### config.mk
export PLATFORM = sky130hd
export DESIGN_NAME = imem_loader
export DESIGN_NICKNAME = d
export VERILOG_FILES = /design/src/rtl/imem_loader.sv
export SDC_FILE = /design/constraint.sdc
export NUM_CORES = 1
export LEC_CHECK = 0
export BUFFER_PORTS_ARGS = -buffer_cell sky130_fd_sc_hd__buf_4
export CELL_PAD_IN_SITES_DETAIL_PLACEMENT = 2
export CELL_PAD_IN_SITES_GLOBAL_PLACEMENT = 2
export CORE_ASPECT_RATIO = 2
export CORE_MARGIN = 5
export CORE_UTILIZATION = 30
export CTS_CLUSTER_DIAMETER = 200
export DETAILED_ROUTE_END_ITERATION = 6
export PLACE_DENSITY_LB_ADDON = 0.1
export SKIP_CTS_REPAIR_TIMING = 1
export SYNTH_ARGS = -nofsm -noshare
export SYNTH_HDL_FRONTEND = slang
export SYNTH_SLANG_ARGS = --single-unit
### constraint.sdc
create_clock -name clk -period 2.7 [get_ports clk]
set_clock_uncertainty 0.15 [all_clocks]
set_input_delay 0.135 -clock clk [delete_from_list [all_inputs] [get_ports clk]]
set_output_delay 0.135 -clock clk [all_outputs]
set_load 0.02 [all_outputs]
### src/rtl/imem_loader.sv
// imem_loader: boot-time instruction-memory loader.
// Consumes a byte stream  [N] [4*N data bytes, little-endian words] [XOR checksum],
// writes each assembled word to instruction memory, and holds the core in reset
// until a load finishes with a matching checksum.
module imem_loader #(
    parameter int ADDR_W = 8
) (
    input  logic              clk,
    input  logic              reset,
    input  logic              start,
    input  logic              rx_valid,
    input  logic [7:0]        rx_byte,
    output logic              rx_ready,
    output logic              imem_we,
    output logic [ADDR_W-1:0] imem_addr,
    output logic [31:0]       imem_wdata,
    output logic              core_hold,
    output logic              done,
    output logic              error
);

    // Remaining-word counter must hold both 2^ADDR_W (N=0) and any 8-bit N.
    localparam int CNT_W = ((ADDR_W >= 8) ? ADDR_W : 8) + 1;

    typedef enum logic [2:0] {
        IDLE  = 3'd0,
        LEN   = 3'd1,
        DATA  = 3'd2,
        WRITE = 3'd3,
        CHECK = 3'd4,
        DONE  = 3'd5,
        ERR   = 3'd6
    } state_t;

    state_t             state;
    logic [1:0]         byte_cnt;
    logic [23:0]        word_buf;   // bytes 0..2 of the word being assembled
    logic [7:0]         csum;
    logic [CNT_W-1:0]   words_left;
    logic               xfer;

    assign xfer = rx_valid && rx_ready;

    // Loader FSM; every output is registered alongside the state it belongs to.
    always_ff @(posedge clk or negedge reset) begin
        if (!reset) begin
            state      <= IDLE;
            rx_ready   <= 1'b0;
            imem_we    <= 1'b0;
            imem_addr  <= '0;
            imem_wdata <= '0;
            csum       <= '0;
            byte_cnt   <= '0;
            word_buf   <= '0;
            words_left <= '0;
            done       <= 1'b0;
            error      <= 1'b0;
            core_hold  <= 1'b1;
        end else begin
            case (state)
                IDLE, DONE, ERR: begin
                    if (start) begin
                        state     <= LEN;
                        rx_ready  <= 1'b1;
                        done      <= 1'b0;
                        error     <= 1'b0;
                        core_hold <= 1'b1;
                        imem_addr <= '0;
                        csum      <= '0;
                        byte_cnt  <= '0;
                    end
                end
                LEN: begin
                    if (xfer) begin
                        // A zero length byte means a full-memory image.
                        words_left <= (rx_byte == 8'd0) ? (CNT_W'(1) << ADDR_W)
                                                        : CNT_W'(rx_byte);
                        state      <= DATA;
                    end
                end
                DATA: begin
                    if (xfer) begin
                        csum     <= csum ^ rx_byte;
                        byte_cnt <= byte_cnt + 2'd1;
                        if (byte_cnt == 2'd3) begin
                            imem_wdata <= {rx_byte, word_buf};
                            imem_we    <= 1'b1;
                            rx_ready   <= 1'b0;
                            state      <= WRITE;
                        end else begin
                            word_buf[8*byte_cnt +: 8] <= rx_byte;
                        end
                    end
                end
                WRITE: begin
                    // Single write cycle; this is also the per-word rx bubble.
                    imem_we    <= 1'b0;
                    rx_ready   <= 1'b1;
                    imem_addr  <= imem_addr + 1'b1;
                    words_left <= words_left - 1'b1;
                    state      <= (words_left == CNT_W'(1)) ? CHECK : DATA;
                end
                CHECK: begin
                    if (xfer) begin
                        rx_ready <= 1'b0;
                        if (rx_byte == csum) begin
                            state     <= DONE;
                            done      <= 1'b1;
                            core_hold <= 1'b0;
                        end else begin
                            state <= ERR;
                            error <= 1'b1;
                        end
                    end
                end
                default: begin
                    state    <= IDLE;
                    rx_ready <= 1'b0;
                    imem_we  <= 1'b0;
                end
            endcase
        end
    end

endmodule

# Yosys cells after proc, flatten, opt, wreduce, memory -nomap -nowiden
# Cells that the tools add are included.
# word_totals
wordCells	94
ff_bits	91
in_bits	12
# classes
bitwise_logic	4
reduce_logical	19
n_eq_ne	16
n_addsub	4
shift	2
muxes	37
# ops
cell	n
negation 5 -> 34 bit	1
variable shift 8 x 34 -> 24 bit, first input constant	1
indexed part select 8 x 34 -> 24 bit	1
one-hot mux 8 bit (2 select lines)	2
bitwise mux 24 bit	1
2-to-1 mux 3 bit	6
2-to-1 mux 9 bit	2
one-hot mux 9 bit (2 select lines)	1
2-to-1 mux 8 bit	2
one-hot mux 3 bit (5 select lines)	1
inequality test 2 bit, second input constant	7
2-to-1 mux 1 bit	13
AND reduction 3 bit	4
AND reduction 5 bit	2
equality test 3 bit, second input constant	3
equality test 9 x 1 -> 1 bit, second input constant	1
subtractor 9 x 1 -> 9 bit, second input constant	1
adder 8 x 1 -> 8 bit, second input constant	1
equality test 8 bit	1
zero test 8 bit	1
one-hot mux 1 bit (2 select lines)	4
AND reduction 4 bit	2
nonzero test 2 bit	4
bitwise XOR 8 bit	1
13 further kinds	19

# Logic depth before layout (Yosys ltp)
# Gate-level depths: netlist of run 1.
# logic_depth
word_depth	4
ltp_mapped	7
depth_no_buf	6

# Worst setup path after synthesis of run 1
# OpenSTA, ideal clock, no wires.
# synth_timing
path_type	register -> register
from	register byte_cnt[0]
to	register imem_wdata[10]
path_buffers	2
arrival_time_ps	1707
stages_incl_launch_ff	6
t_required_ps	2425
synth_period_minus_slack_ps	1982
setup_slack_ps	718
cell_sequence	dfrtp_1 ha_1 and3_1 buf_2 buf_2 mux2_2
# synth_via
elab_chain_len	2
# synth_lines
item	line	source
from (decl)	36	logic [1:0] byte_cnt;
from (signal assigned)	84	byte_cnt <= byte_cnt + 2'd1;
equality test 2 bit	85	if (byte_cnt == 2'd3) begin
AND reduction 3 bit (no line)	--	
to (signal assigned)	86	imem_wdata <= {rx_byte, word_buf};
to (decl)	16	output logic [31:0] imem_wdata,
# Every way passes these cells.
# A chain may end at the register's enable or synchronous reset.

# Worst setup path after layout of run 1
# layout_timing
from	register state[0]
to	register imem_addr[3]
# layout_via
elab_chain_len	4
elab_cells_between_ends	9
classes_between	4 x eq/ne; 1 x mux; 4 x reduce/logical
# layout_lines
item	line	source
from (decl)	35	state_t state;
from (signal assigned)	101	state <= (words_left == CNT_W'(1)) ? CHECK : DATA;
equality test 3 bit / zero test 3 bit (equally long branches)	60	case (state)
OR reduction 3 bit	60	
inequality test 2 bit (no line) / nonzero test 2 bit (equally long branches)	--	
AND reduction 2 bit (no line)	--	
to (signal assigned)	99	imem_addr <= imem_addr + 1'b1;
to (decl)	15	output logic [ADDR_W-1:0] imem_addr,
# Parallel ways exist; a longest one is shown, timed or not.

==> reports/summary.md, run 1 <==
The synthesis-stage register bit count is 91, and the number of maximum-capacitance violations is 0. The checks that failed: hold timing. The setup slack on the worst flop-to-flop path is 0.49 ns. Ranked by total cell area, the synthesized netlist is headed by sky130_fd_sc_hd__dfrtp_1 51%, sky130_fd_sc_hd__mux2_2 8.2%, sky130_fd_sc_hd__nand3_1 4.6%, sky130_fd_sc_hd__o21ai_0 4.5%, sky130_fd_sc_hd__inv_1 3.3%.

The synthesized design contains 0 enable-type register cells. STA classifies the critical path endpoint as a flop. The number of nets in the finished design is 491, and the number of pins exceeding their max-slew limit in the final report is 0.

The proportion of synthesized area in mux cells was 0.0914; the total count of hold-check failures in the final report was 5. The startpoint identified for the worst register-to-register timing path is state[0]$_DFFE_PN0P_. The via count of the first global-routing pass came out at 3943. In this run the mean area of a mapped cell was 10.6 um^2.

From synthesis to final layout, the design area changed by 22.4%. Synthesis produced a netlist whose cell count is 412. The share of flip-flops with an asynchronous set or reset after synthesis is 1.00, and the fill cell instance count of the final layout is 1559. The run gives 0.305 as the starting density of the core. The flow ran to the end, but the final reports show violations.

Category of the worst setup path launch point: a flop. The tools report the endpoint of the lowest-slack register-to-register path as imem_addr[3]$_DFFE_PN0P_. VDD sags by at most 0.360 mV. The smallest hold slack is -0.00174 ns. For the total CTS buffers, the log shows 9. The layer with the highest usage after global routing was met2. In this run the number of H-tree levels came out at 3. The global routing met3 resource utilization was 0.0258; the detail-routed via count per cell was 5.09.

The synthesized netlist net count is 432. For the latest clock arrival within the worst-skew pair, the log shows 0.34 ns. The adder-cell share of the synthesized area came out at 0.0228. Main combinational cell family by area after synthesis: simple AND/OR/NAND/NOR gates. The flip-flop cell with the highest count after synthesis is sky130_fd_sc_hd__dfrtp_1. TritonCTS built the clock tree.

The number of stages on the worst hold path works out to 3. For the CTS sink count, the log shows 91. The run gives 0 as the initial antenna violation count. The buffers plus inverters on the worst setup path works out to 1. The largest delay contributor family on the critical path was compound AO/OA/AOI/OAI gates. The tools report the global routing usage summed across all routing layers as 0.162. The final critical-path required period works out to 2.21 ns. Clock-pin slew was measured on the worst setup and hold paths at 0.07 ns. Among all stages on the critical path, the largest delay is contributed by sky130_fd_sc_hd__dfrtp_1.

The final routed wirelength across all metal layers was 12.9 mm; the measured slew at the worst slew-check pin was 0.670 ns. The netlist uses 54 different library cells. The category of the most critical setup path was reg -> reg. The signal on the critical path passes through xor2_1 -> a21oi_1 -> buf_4 -> o21ai_0 -> a31oi_1. The first global-routing pass estimated 21.3 mm of wire. In this run the tool buffered the top-level ports with 56 buffer cells. During I/O placement, the number of pins put on the boundary was 57. The floorplan step defined a core boundary enclosing 0.0144 mm^2.

For this design the static power due to leakage is 0.00240 uW. The cell at the root of the clock tree is sky130_fd_sc_hd__clkbuf_16. The number of optimization iterations in the first detailed-route pass was 3; the final setup violation count was 0. The initialized floorplan defines 62 standard-cell rows.

The synthesized-area fraction occupied by ao, oa, aoi and oai cells is 0.136. The number of design rule violations left after detail routing was 0. The final route contains 3392 vias. Launch point of the critical path: state[0]$_DFFE_PN0P_. The xor/xnor cell area share of the yosys netlist works out to 0.0200. The post-route antenna net violation count was 0; the worst reg-to-reg path cell count was 5.

The area fraction in and, or, nand and nor cells after synthesis came out at 0.145. The logs give 0.00438 mm^2 for the post-synthesis instance area and 6010 uW for the overall power of the completed layout. The die span in y was 181 um. For the worst setup path, the data arrival time is 2.26 ns.

The largest stage delay on the critical path was 0.70 ns; the portion of the clock cycle consumed by the worst path in the final layout was 0.820. Setup slack on the critical path of the routed design comes to 0.485 ns. The hold path startpoint was rx_byte[2]. The normalized max-slew margin was 0.548.

The ratio of total power to cell area came out at 1120 mW/mm^2. The logs give 0.520 for the sequential area share after synthesis and 2.75 ns for the critical path required time. The met2 routing resource usage after global routing came out at 0.312. The end point of the most critical hold path is word_buf[18]$_DFFE_PN0P_.

The clock passes through at most 2 buffers. The count of inserted antenna diode cells was 0. For the number of non-filler instances in the completed layout, the log shows 667.

Entering global routing, the biggest net connects 46 pins. At the end of routability-driven placement, the weighted congestion stood at 0.710. The fmax came out at 0.452 GHz. Detailed placement ended at an HPWL of 9.36 mm. The path class of the tightest hold or removal check is in -> reg. The fraction of synthesized cell area taken by the top area cell type came out at 0.514. The top fanout value on the critical path is 18, and the total number of yosys warnings is 0.

The die footprint was 0.0173 mm^2. The pre-CTS setup slack was 0.468 ns; the average wire length per cell after detail routing was 19.4 um. The horizontal extent of the die was 95.5 um. The run gives 0.171 as the global routing usage on met1. Setup repair after global routing left no endpoint under its margin. The tools report the initial detailed-routing violation count as 84. The tools report the total overflow reported by the global router as 0.

The number of placed instances, taps included is 649. Summed over all failing endpoints, the final setup total negative slack is 0 ns. Layout cell share with drive strength beyond 1: 0.269. The cell accounting for the most synthesized area was sky130_fd_sc_hd__dfrtp_1.
worst max-delay path by stage:
stage	cells past startpoint	end	slack, ns
floorplan	5	imem_wdata[10]$_DFFE_PN0P_	0.72
global placement	5	imem_addr[3]$_DFFE_PN0P_	0.53
detailed placement	5	imem_addr[3]$_DFFE_PN0P_	0.47
CTS	5	imem_addr[3]$_DFFE_PN0P_	0.46
global route	4	words_left[8]$_DFFE_PN0P_	0.33
finish	5	imem_addr[3]$_DFFE_PN0P_	0.49
Yosys cell counts, types with 4 or more instances:
cell	instances
sky130_fd_sc_hd__xnor2_1	9
sky130_fd_sc_hd__buf_2	8
sky130_fd_sc_hd__o31ai_1	5
sky130_fd_sc_hd__inv_1	39
sky130_fd_sc_hd__o211ai_1	4
sky130_fd_sc_hd__ha_1	8
sky130_fd_sc_hd__clkbuf_1	10
sky130_fd_sc_hd__dfrtp_1	90
sky130_fd_sc_hd__a21oi_1	12
sky130_fd_sc_hd__nand2_1	17
sky130_fd_sc_hd__nor3_1	9
sky130_fd_sc_hd__o21ai_0	39
sky130_fd_sc_hd__a31oi_1	7
sky130_fd_sc_hd__a211oi_1	4
sky130_fd_sc_hd__nand3_1	40
sky130_fd_sc_hd__mux2_2	32
sky130_fd_sc_hd__nor2_1	15
sky130_fd_sc_hd__a22o_1	8
sky130_fd_sc_hd__mux2i_1	4
layout by cell type (no fill, tap or decap), types with 2 or more instances in the layout:
master / Yosys / layout
sky130_fd_sc_hd__nor4_1: 2 / 2
sky130_fd_sc_hd__clkinvlp_4: 0 / 2
sky130_fd_sc_hd__o21ai_0: 39 / 39
sky130_fd_sc_hd__a21o_1: 3 / 3
sky130_fd_sc_hd__mux2_2: 32 / 32
sky130_fd_sc_hd__o311ai_0: 2 / 2
sky130_fd_sc_hd__nand3_1: 40 / 40
sky130_fd_sc_hd__buf_4: 1 / 68
sky130_fd_sc_hd__or4_1: 2 / 2
sky130_fd_sc_hd__a21oi_1: 12 / 12
sky130_fd_sc_hd__nand4_1: 2 / 2
sky130_fd_sc_hd__a211oi_1: 4 / 4
sky130_fd_sc_hd__nor4b_4: 3 / 3
sky130_fd_sc_hd__clkbuf_16: 0 / 9
sky130_fd_sc_hd__mux2i_1: 4 / 4
sky130_fd_sc_hd__o31ai_1: 5 / 5
sky130_fd_sc_hd__dfrtp_1: 90 / 90
sky130_fd_sc_hd__xnor2_1: 9 / 9
sky130_fd_sc_hd__nand2_1: 17 / 17
sky130_fd_sc_hd__or3_1: 2 / 2
sky130_fd_sc_hd__a311oi_1: 2 / 2
sky130_fd_sc_hd__nor3b_2: 3 / 3
sky130_fd_sc_hd__buf_12: 0 / 2
sky130_fd_sc_hd__nor2_1: 15 / 15
sky130_fd_sc_hd__and3_1: 3 / 3
sky130_fd_sc_hd__a22o_1: 8 / 8
sky130_fd_sc_hd__inv_6: 0 / 2
sky130_fd_sc_hd__a31oi_1: 7 / 7
sky130_fd_sc_hd__ha_1: 8 / 8
sky130_fd_sc_hd__nor3_1: 9 / 9
sky130_fd_sc_hd__inv_1: 39 / 39
sky130_fd_sc_hd__o211ai_1: 4 / 4
sky130_fd_sc_hd__dlygate4sd3_1: 0 / 3
per-layer routing:
metal  wire (um)  part of all wire  up-vias
met2        7590              0.59       48
met5           0                 0        -
met3         297             0.023       11
met4         187             0.014        0
li1            -                 -     1566
met1        4850              0.38     1767
worst reg2reg max path, cell delays in order, from the launching register on:
cell	delay, ns
sky130_fd_sc_hd__dfrtp_1	0.70
sky130_fd_sc_hd__xor2_1	0.19
sky130_fd_sc_hd__a21oi_1	0.13
sky130_fd_sc_hd__buf_4	0.20
sky130_fd_sc_hd__o21ai_0	0.53
sky130_fd_sc_hd__a31oi_1	0.18
through the flow:
step,utilization,cell area [um^2]
after floorplan,-,4380
after global placement,0.351,5040
after detailed placement,0.351,5040
after CTS,0.372,5330
after global routing,0.374,5360
final,0.374,5360
layout make-up:
type / instances / area [um^2] / area share
Sequential cell: 91 / 2280 / 0.425
Multi-Input combinational cell: 256 / 1820 / 0.340
Timing Repair Buffer: 73 / 581 / 0.108
Tap cell: 192 / 240 / 0.0448
Clock buffer: 10 / 229 / 0.0427
Inverter: 40 / 150 / 0.0280
Clock inverter: 5 / 62.6 / 0.0117
where the power goes:
part	internal, uW	total [uW]	switching [uW]
Clock	720	1280	563
Sequential	1900	2370	466
Combinational	1060	2360	1300
flip-flops by register name (all words and copies together), names as in the netlist:
| signal | flops |
|---|---|
| word_buf | 24 |
| imem_we | 1 |
| error | 1 |
| done | 1 |
| imem_wdata | 32 |
| state | 3 |
| core_hold | 1 |
| imem_addr | 8 |
| rx_ready | 1 |
| csum | 8 |
| words_left | 9 |
| byte_cnt | 2 |
cell families (layout without fill, tap and decap cells):
| logic type | after synthesis | after routing |
|---|---|---|
| simple gates | 108 | 108 |
| fa+ha+maj | 8 | 8 |
| flops | 91 | 91 |
| xor+xnor | 10 | 10 |
| buf+inv | 65 | 128 |
| mux | 36 | 36 |
| compound gates | 94 | 94 |
Note: power is estimated with default switching activity, not from simulation.
==> inputs of run 2 (changes only) <==
==> constraint.sdc (replaced) <==
create_clock -name clk -period 2.2 [get_ports clk]
set_clock_uncertainty 0.15 [all_clocks]
set_input_delay 0.11 -clock clk [delete_from_list [all_inputs] [get_ports clk]]
set_output_delay 0.11 -clock clk [all_outputs]
set_load 0.02 [all_outputs]
==> run 2 against run 1 <==
Against the previous run: the flow now finishes without violations; register-to-register slack got worse by 0.30 ns; first-iteration DRC count fell by 31%; worst hold slack improved by 0.023 ns; global-route usage rose by 0.22 points; critical path depth fell by 1; worst setup slack got worse by 0.30 ns; maximum frequency rose by 10%; combinational power rose by 32%; utilization rose by 1.4 points; cell count rose by 3.3%; clock power rose by 19%.
==> reports/summary.md, run 2 (synthesis results as in run 1) <==
Input and output buffers added on the ports amount to 56. The startpoint identified for the worst register-to-register timing path is byte_cnt[0]$_DFFE_PN0P_. Summed over all nets, wire length on met2 after detailed routing comes to 7.64 mm. In the routed design, unresolved DRC markers number 0.

The root buffer cell chosen for the clock tree is sky130_fd_sc_hd__clkbuf_16. The first routing iteration left 58 violations. The largest stage delay on the critical path is 0.51 ns. CTS built an H-tree with a depth of 3. The worst hold path was traced through 4 stages. Setup repair after global routing left no endpoint under its margin. The portion of the clock cycle consumed by the worst path in the final layout was 0.914; the maximum VDD drop was 0.527 mV. Final setup violation count: 0. Data on the critical path is required at its endpoint by 2.28 ns. Ranked by flip-flop count, first place goes to imem_wdata. In the final layout, the registers with the most flip-flops are imem_wdata (32), word_buf (24), words_left (9). Initial antenna violation count: 0. The placed wire-length estimate is 9.88 mm.

57 I/O pins were placed. In the final design database the tool counted 512 nets. In this run the critical register-to-register path is captured at imem_wdata[14]$_DFFE_PN0P_. The layout cell share with drive strength beyond 1 is 0.298.

The count of inserted antenna diode cells is 0, and the via count of the first global-routing pass is 3896. The pre-antenna-repair detailed-routing pass consisted of 4 iterations. The number of placed instances, taps included is 667, and the top fanout value on the critical path is 12. The cell area after layout is 0.00556 mm^2.

The normalized max-slew margin is 0.696, and the total count of hold-check failures in the final report is 0. The worst reg-to-reg path cell count was 4. The cell with the largest stage delay on the worst path is sky130_fd_sc_hd__dfrtp_1. The detail-routed via count per cell is 5.05. The part of the total power dissipated in the clock network came out at 0.203. In the final routed layout, each cell accounts on average for 19.1 um. The number of pins exceeding their max-slew limit in the final report was 0; the cell-internal power was 4590 uW.

The synthesis-to-layout area growth was 26.9%; the clock input transition at the sequential cells of the worst setup and hold paths was 0.07 ns. Met1 routed wirelength after detailed routing: 4.95 mm. Setup slack on the worst reg-to-reg path comes out at 0.19 ns. The type of destination of the critical path is a flop. The tools report the fmax as 0.497 GHz.

In this run the power spent charging and discharging nets is 2920 uW. TritonCTS built the clock tree. The clock net in this run drives a total of 91 sinks.

The global routing usage summed across all routing layers was 0.164; the ratio of total power to cell area was 1350 mW/mm^2. The global-route wire length before repair is 21.5 mm. The horizontal extent of the die was 95.5 um. The count of nets left with antenna violations once routing finished came out at 0. The hold path startpoint was rx_byte[3].

Max-cap violations in this run came to 0. For the die footprint, the log shows 0.0173 mm^2. The die is 181 um tall. The starting density of the core came out at 0.305. The tools report the placed cell area as 0.00522 mm^2.

The congestion estimate from routability-driven global placement came to 0.687. The category of the most critical setup path was reg -> reg. For this block, the routed nets add up to 13.1 mm of wire. At the pin with the least slew margin, the transition time is 0.456 ns.

Buffers inserted during clock tree synthesis total 9. Final critical-path required period: 2.01 ns. The highest metal layer carrying signal wires in the routed design is met4. The run gives 333 um as the wire length on met3. In the layout the commonest cells are 90 x sky130_fd_sc_hd__dfrtp_1, 83 x sky130_fd_sc_hd__buf_4, 40 x sky130_fd_sc_hd__nand3_1. The core region is 0.0144 mm^2. The fraction of power spent switching nets is 0.389, and the latest clock arrival within the worst-skew pair is 0.34 ns. Summed over all layers, the global routing overflow is 0. For the final routed database, the setup TNS stands at 0 ns.

Part of the total power dissipated in sequential elements: 0.382. Summed over all cells, the static leakage comes to 0.00251 uW. The worst hold path terminates at csum[3]$_DFFE_PN0P_. The floorplan has 62 rows. The detailed router placed 3478 vias in this run. The worst setup path is launched from a flop. The tools report the combinational cell fraction of total power as 0.415. The flow ran to the end, and the final reports show no timing, DRC or antenna violations. The library cell used most frequently in the layout, excluding fill and tap cells, is sky130_fd_sc_hd__dfrtp_1.

After the flow finishes, the layout carries non-filler instances totaling 689. The min-delay analysis places its worst path in the category in -> reg. Entering global routing, the biggest net connects 43 pins. At the worst endpoint, the arrival time is 2.10 ns. In this run the deepest clock path goes through 2 buffers. The number of flip-flops in the largest register works out to 32.

Traced cell by cell, the critical path runs through ha_1 -> and3_1 -> buf_4 -> mux2_2.
[run 2: worst max-delay path, delay by kind of cell (launching register included)]
| kind | cells | cell delay [ns] |
|---|---|---|
| fa+ha+maj | 1 | 0.34 |
| simple gates | 1 | 0.28 |
| flops | 1 | 0.51 |
| buf+inv | 1 | 0.25 |
| mux | 1 | 0.36 |
[run 2: power by group through the flow]
stage / combinational, uW / clock, uW / sequential (uW)
2_1_floorplan: 1540 / 0 / 3140
3_3_place_gp: 3070 / 0 / 2880
3_5_place_dp: 3180 / 0 / 2910
4_1_cts: 3190 / 1570 / 2890
5_1_grt: 3420 / 1650 / 2980
6_report: 3110 / 1520 / 2870
[run 2: layout make-up]
cell class,instances,area (um^2)
fillers,1518,8790
flip-flops and latches,91,2280
multi-input cells,256,1820
repair buffers,94,783
well taps,192,240
clock buffers,10,239
inverters,40,150
clock inverters,6,48.8
[run 2: through the flow]
step / total power (uW) / worst slack (ns) / hold slack, ns / utilization
global placement: 5950 / 0.241 / -0.0586 / 0.363
finish: 7510 / 0.189 / 0.0212 / 0.388
floorplan: 4680 / 0.218 / -0.336 / -
CTS: 7660 / 0.157 / -0.420 / 0.383
detailed placement: 6090 / 0.156 / -0.0518 / 0.363
global route: 8040 / 0.0207 / 0.0260 / 0.388
[run 2: metal layers]
| layer | global-route usage | vias to the layer above |
|---|---|---|
| met5 | 0 | - |
| met4 | 0.0496 | 0 |
| met3 | 0.0329 | 13 |
| met2 | 0.312 | 53 |
| met1 | 0.175 | 1797 |
| li1 | - | 1615 |
[run 2: worst max-delay path by stage]
stage | startpoint | to | slack, ns | cells after the start
floorplan | byte_cnt[0]$_DFFE_PN0P_ | imem_wdata[10]$_DFFE_PN0P_ | 0.22 | 5
global placement | byte_cnt[0]$_DFFE_PN0P_ | imem_wdata[16]$_DFFE_PN0P_ | 0.24 | 4
detailed placement | byte_cnt[0]$_DFFE_PN0P_ | imem_wdata[14]$_DFFE_PN0P_ | 0.16 | 4
CTS | byte_cnt[0]$_DFFE_PN0P_ | imem_wdata[16]$_DFFE_PN0P_ | 0.16 | 4
global route | state[0]$_DFFE_PN0P_ | state[1]$_DFFE_PN0P_ | 0.02 | 6
finish | byte_cnt[0]$_DFFE_PN0P_ | imem_wdata[14]$_DFFE_PN0P_ | 0.19 | 4
